<file path="src/rtl/score_display_ctrl_pkg.sv">
// Shared definitions for the score display path: controller state encoding,
// default digit/width sizing and the decimal ceiling helper.
package score_display_ctrl_pkg;

  localparam int DEFAULT_DIGIT_COUNT = 8;
  localparam int DEFAULT_BIN_WIDTH   = 27;

  typedef enum logic [1:0] {
    ST_IDLE    = 2'd0,
    ST_CONVERT = 2'd1,
    ST_PENDING = 2'd2
  } state_t;

  // Largest value representable with the given number of decimal digits.
  function automatic longint unsigned max_decimal(input int digits);
    longint unsigned p;
    p = 1;
    for (int i = 0; i < digits; i++) begin
      p = p * 10;
    end
    return p - 1;
  endfunction

endpackage

</file>
<file path="src/rtl/score_display_ctrl_bcd_add3.sv">
// Per-digit double-dabble correction: a BCD digit of 5 or more gets +3 so the
// following left shift carries correctly into the next decimal digit.
module bcd_add3 (
  input  logic [3:0] digit,
  output logic [3:0] adjusted
);

  // Conditional add-3 on a single nibble.
  always_comb begin
    adjusted = digit;
    if (digit >= 4'd5) begin
      adjusted = digit + 4'd3;
    end
  end

endmodule

</file>
<file path="src/rtl/score_display_ctrl.sv">
// Score display controller: accepts a binary score, converts it to packed BCD
// with a bit-serial shift-and-add-3, and hands the result to the 7-segment
// renderer only at the start of vertical blank so a frame never shows a
// partially updated number.
module score_display_ctrl
  import score_display_ctrl_pkg::*;
#(
  parameter int DIGIT_COUNT = DEFAULT_DIGIT_COUNT,
  parameter int BIN_WIDTH   = DEFAULT_BIN_WIDTH
) (
  input  logic                     clock,
  input  logic                     reset,
  input  logic [BIN_WIDTH-1:0]     value,
  input  logic                     value_valid,
  output logic                     value_ready,
  input  logic                     frame_start,
  output logic [DIGIT_COUNT*4-1:0] number,
  output logic                     busy,
  output logic                     updated,
  output logic                     overflow
);

  localparam int                BCD_W    = DIGIT_COUNT * 4;
  localparam int                CNT_W    = $clog2(BIN_WIDTH + 1);
  localparam longint unsigned   MAX_DEC  = max_decimal(DIGIT_COUNT);
  localparam logic [CNT_W-1:0]  LAST_BIT = CNT_W'(BIN_WIDTH - 1);

  state_t               state_q;
  state_t               state_d;
  logic                 accept;
  logic                 shift_en;
  logic                 commit;
  logic [CNT_W-1:0]     cnt_q;
  logic [BIN_WIDTH-1:0] bin_q;
  logic [BCD_W-1:0]     bcd_q;
  logic [BCD_W-1:0]     bcd_adj;
  logic [BCD_W-1:0]     number_q;
  logic                 updated_q;
  logic                 overflow_q;
  logic [BIN_WIDTH:0]   sat_in;

  // Clamp to the largest displayable value; the top bit flags that a clamp happened.
  function automatic logic [BIN_WIDTH:0] saturate(input logic [BIN_WIDTH-1:0] v);
    logic [63:0] wide;
    wide = 64'(v);
    if (wide > MAX_DEC) begin
      return {1'b1, BIN_WIDTH'(MAX_DEC)};
    end
    return {1'b0, v};
  endfunction

  assign sat_in = saturate(value);

  for (genvar g = 0; g < DIGIT_COUNT; g++) begin : g_adj
    bcd_add3 u_add3 (
      .digit    (bcd_q[g*4 +: 4]),
      .adjusted (bcd_adj[g*4 +: 4])
    );
  end

  // State register.
  always_ff @(posedge clock or posedge reset) begin
    if (reset) begin
      state_q <= ST_IDLE;
    end else begin
      state_q <= state_d;
    end
  end

  // Next-state and per-cycle control strobes.
  always_comb begin
    state_d  = state_q;
    accept   = 1'b0;
    shift_en = 1'b0;
    commit   = 1'b0;
    case (state_q)
      ST_IDLE: begin
        if (value_valid) begin
          accept  = 1'b1;
          state_d = ST_CONVERT;
        end
      end
      ST_CONVERT: begin
        shift_en = 1'b1;
        if (cnt_q == LAST_BIT) begin
          state_d = ST_PENDING;
        end
      end
      ST_PENDING: begin
        if (frame_start) begin
          commit  = 1'b1;
          state_d = ST_IDLE;
        end
      end
      default: state_d = ST_IDLE;
    endcase
  end

  // Bit counter, BCD accumulator and overflow flag.
  always_ff @(posedge clock or posedge reset) begin
    if (reset) begin
      cnt_q      <= '0;
      bcd_q      <= '0;
      overflow_q <= 1'b0;
    end else if (accept) begin
      cnt_q      <= '0;
      bcd_q      <= '0;
      overflow_q <= sat_in[BIN_WIDTH];
    end else if (shift_en) begin
      cnt_q      <= cnt_q + 1'b1;
      bcd_q      <= BCD_W'({bcd_adj, bin_q[BIN_WIDTH-1]});
    end
  end

  // Binary shift register feeding the accumulator MSB-first; contents are
  // only meaningful after a handshake, so it carries no reset.
  always_ff @(posedge clock) begin
    if (accept) begin
      bin_q <= sat_in[BIN_WIDTH-1:0];
    end else if (shift_en) begin
      bin_q <= bin_q << 1;
    end
  end

  // Renderer-facing number changes only at the vertical-blank commit.
  always_ff @(posedge clock or posedge reset) begin
    if (reset) begin
      number_q  <= '0;
      updated_q <= 1'b0;
    end else begin
      updated_q <= commit;
      if (commit) begin
        number_q <= bcd_q;
      end
    end
  end

  assign value_ready = (state_q == ST_IDLE);
  assign busy        = (state_q != ST_IDLE);
  assign number      = number_q;
  assign updated     = updated_q;
  assign overflow    = overflow_q;

endmodule

</file>
<file path="config.mk">
export PLATFORM = sky130hd
export DESIGN_NAME = score_display_ctrl
export DESIGN_NICKNAME = d
export VERILOG_FILES = /design/src/rtl/score_display_ctrl_pkg.sv /design/src/rtl/score_display_ctrl_bcd_add3.sv /design/src/rtl/score_display_ctrl.sv
export SDC_FILE = /design/constraint.sdc
export NUM_CORES = 1
export LEC_CHECK = 0
export CORE_MARGIN = 3
export CORE_UTILIZATION = 55
export CTS_BUF_LIST = sky130_fd_sc_hd__clkbuf_8 sky130_fd_sc_hd__clkbuf_16
export CTS_CLUSTER_SIZE = 8
export DETAILED_ROUTE_END_ITERATION = 8
export PLACE_DENSITY = 0.8
export SLEW_MARGIN = 10
export SYNTH_ARGS = -nofsm -noshare
export SYNTH_HDL_FRONTEND = slang
export SYNTH_SLANG_ARGS = --single-unit
</file>
<file path="constraint.sdc">
create_clock -name clock -period 2.65 [get_ports clock]
set_clock_uncertainty 0.15 [all_clocks]
set_input_delay 0.265 -clock clock [delete_from_list [all_inputs] [get_ports clock]]
set_output_delay 0.265 -clock clock [all_outputs]
set_load 0.01 [all_outputs]
</file>
==> metrics.md <==
| Metric | Value |
|---|---|
| Share of cells above drive strength 1 | 0.0805 |
| Hold-fix buffers, CTS | 0 |
| Max VDD drop | about 500 uV |
| IO Count | 67 |
| Grt ovf | 0 |
| R2r startpoint | state_q[0] |
| Wirelength, routed | ~10000 um |
| Design Area, Final | 0.00576 mm2 |
| Cts bufs inserted | 9 |
| Area delta synth->final | 20.0% |
| Initial antenna violation count | 0 |
| Clock buffer depth | 2 |
| Post-CTS Resized | 0 |
| Slew headroom | 0.567 |
| Synthesized area | between 0.004 and 0.005 mm2 |
| Core area | ~0.0083 mm2 |
| Number of global-route vias before repair | around 3,600 |
| DIE AREA | between 0.009 and 0.01 mm2 |
| H-Tree Depth | 3 |
| Detail Route Antenna Nets | 0 |
| Layout Utilization | 0.691 |
| Data required, critical path | between 2 and 2.5 ns |
| Syn nets | 542 |
| #FFs+latches synth | 100 |
| Crit path DAT | 1.66 ns |
| Fmax | between 0.4 and 0.5 GHz |
| Min cycle time layout | 2.08 ns |
| Depth of the most critical reg-to-reg path | 4 |
| CTS tree | yes |
| Clk sinks | 100 |
| Synth warn | 0 |
| Die Y | roughly 99 um |
| Sequential area share after synthesis | 0.549 |
| Post-DP HPWL | 6650 um |
| Fill count | 655 |
| FP Rows | 33 |
| CP startpoint kind | flop |
| Die Wd | about 99 um |
| Max Cap Violations | 0 |
| Worst slew pin tran | 0.648 ns |
| Worst-Skew Late Latency | ~0.37 ns |
| Worst Setup End Kind | output port |
| Final Setup Violations | 0 |
| Crit path max fanout | 6 |
| Status | complete, no violations |
| Crit-path cells | nor2_1, clkdlybuf4s50_1 |
| Reg2reg end | bin_q[11] |
| FF-to-FF setup slack | approximately 0.69 ns |
| Cell Area, Placed | 0.00557 mm2 |
| GP Congestion | 0.851 |
| Final number of max-transition violations | 0 |
| Syn Area/Cell | about 10 um2 |
| Setup_tns | 0 ns |
| CTS root buf | clkbuf_8 |
| Setup Fix Bufs, Post-CTS | 0 |
| Via Count | 3,680 |
| Hold Violations, Final | 0 |
| Crit Path Category | reg -> out |
| Vias/cell | ~5.5 |
| Largest stage delay on the critical path | between 0.5 and 0.6 ns |
| Slowest cell on the critical path | clkdlybuf4s50_1 |
| Fin crit share | 0.784 |
| N_diodes | 0 |
| Wirelength per Cell | 14.8 um |
| First DRT Iteration DRCs | approximately 220 |
| Initial Utilization | 0.576 |
| Hold slack | approximately 0.14 ns |
| Largest net degree at the start of global routing | 49 |
| Detailed Routing Iterations Pass 1 | 4 |
| IO Port Bufs | 66 |
| Mapped Cells | slightly below 500 |
| P_leak | 2.49 nW |
| Final net count | about 600 |
| # DRC | 0 |
| First-pass GRT wire length | roughly 16,000 um |
| Distinct cells, synth | 36 |
| Global Route Usage Sum | 0.203 |
| CTS clock-pin slew for the worst setup and hold paths | roughly 0.10 ns |
| RSZ-0062 raised after global routing | no |
| Worst Hold Class | in -> async |
| PD cells | 1020 mW/mm2 |
## cell usage after synthesis (all sizes together)
cell type / instances / area, um2
clkinv: 1 / 3.75
nor2: 44 / 165
inv: 21 / 78.8
nor4b: 1 / 15.0
clkbuf: 7 / 26.3
dfrtp: 73 / 1830
a32o: 3 / 30.0
nor2b: 5 / 31.3
mux2: 8 / 90.1
nand2: 86 / 323
nor3b: 5 / 42.5
a31oi: 9 / 56.3
and2: 3 / 18.8
xor2: 5 / 43.8
buf: 19 / 105
xnor2: 8 / 70.1
o31ai: 2 / 20.0
nand4: 1 / 6.26
nor3: 7 / 46.3
o21ai: 58 / 290
nand3: 35 / 180
a21oi: 27 / 135
ha: 18 / 225
o32ai: 3 / 26.3
a31o: 4 / 35.0
a22oi: 1 / 21.3
nand2b: 9 / 56.3
edfxtp: 27 / 811
nand3b: 2 / 15.0
nand4b: 1 / 8.76
## cells in the final DEF, fill, tap and decap left out, types with 8 or more instances in the layout
cell,instances
o21ai_0,58
buf_4,8
nor2_1,44
clkdlybuf4s50_1,66
mux2_2,8
a21oi_1,27
ha_1,18
nand3_1,34
clkbuf_8,11
inv_1,21
a31oi_1,9
edfxtp_1,27
nand2b_1,8
dfrtp_1,73
nand2_1,86
xnor2_1,8
## flip-flops by register name (all words and copies together) (netlist names)
name,cells
updated,1
number,32
bin_q,27
cnt_q,5
bcd_q,32
overflow,1
state_q,2
## layer usage
layer | part of all wire | global-route usage | routed length (um)
met2 | 0.50 | 0.344 | 4910
met3 | 0.060 | 0.0365 | 584
met5 | 0 | 0 | 0
met4 | 0.012 | 0.0567 | 114
met1 | 0.43 | 0.271 | 4200
## layout make-up
| cell class | count | area (um2) | area share |
|---|---|---|---|
| clock inverter | 5 | 37.5 | 0.00651 |
| tap | 105 | 131 | 0.0228 |
| multi-input combinational | 345 | 1960 | 0.340 |
| sequential | 100 | 2640 | 0.458 |
| inverter | 22 | 82.6 | 0.0143 |
| timing repair buffer | 76 | 761 | 0.132 |
| clock buffer | 11 | 151 | 0.0263 |
## per-stage QoR
| stage | worst slack, ns | instances | power, mW |
|---|---|---|---|
| after floorplan | 0.382 | 493 | 4.25 |
| after global placement | 0.496 | 648 | 4.81 |
| after detailed placement | 0.403 | 648 | 4.98 |
| after CTS | 0.577 | 664 | 5.90 |
| after global routing | 0.482 | 664 | 6.34 |
| final | 0.573 | 664 | 5.88 |
## logic make-up after synthesis
| logic type | synth area share |
|---|---|
| AND/OR/NAND/NOR | 0.189 |
| AO/OA/AOI/OAI | 0.128 |
| flip-flops | 0.549 |
| buffers and inverters | 0.0445 |
| adder cells (fa/ha/maj) | 0.0469 |
| XOR/XNOR | 0.0237 |
| multiplexers | 0.0188 |
## critical path: cells and delay by family, from the launching register on
kind / cells / cell delay [ns]
DFF: 1 / 0.47
and+or+nand+nor: 1 / 0.25
buffers and inverters: 1 / 0.59
## worst max-delay path by stage
stage,startpoint,slack [ns],endpoint
after floorplan,reset,0.38,bcd_q[0]
after global placement,value[18],0.50,bin_q[0]
after detailed placement,value[18],0.40,bin_q[4]
after CTS,state_q[1],0.58,value_ready
after global routing,state_q[1],0.48,value_ready
final,state_q[1],0.57,value_ready
## where the power goes
part / internal, mW / switching, mW / total, mW
clock network: 0.395 / 0.531 / 0.926
logic: 1.04 / 1.28 / 2.32
registers: 2.26 / 0.374 / 2.64
total: 3.69 / 2.19 / 5.88
Note: power is estimated with default switching activity, not from simulation.
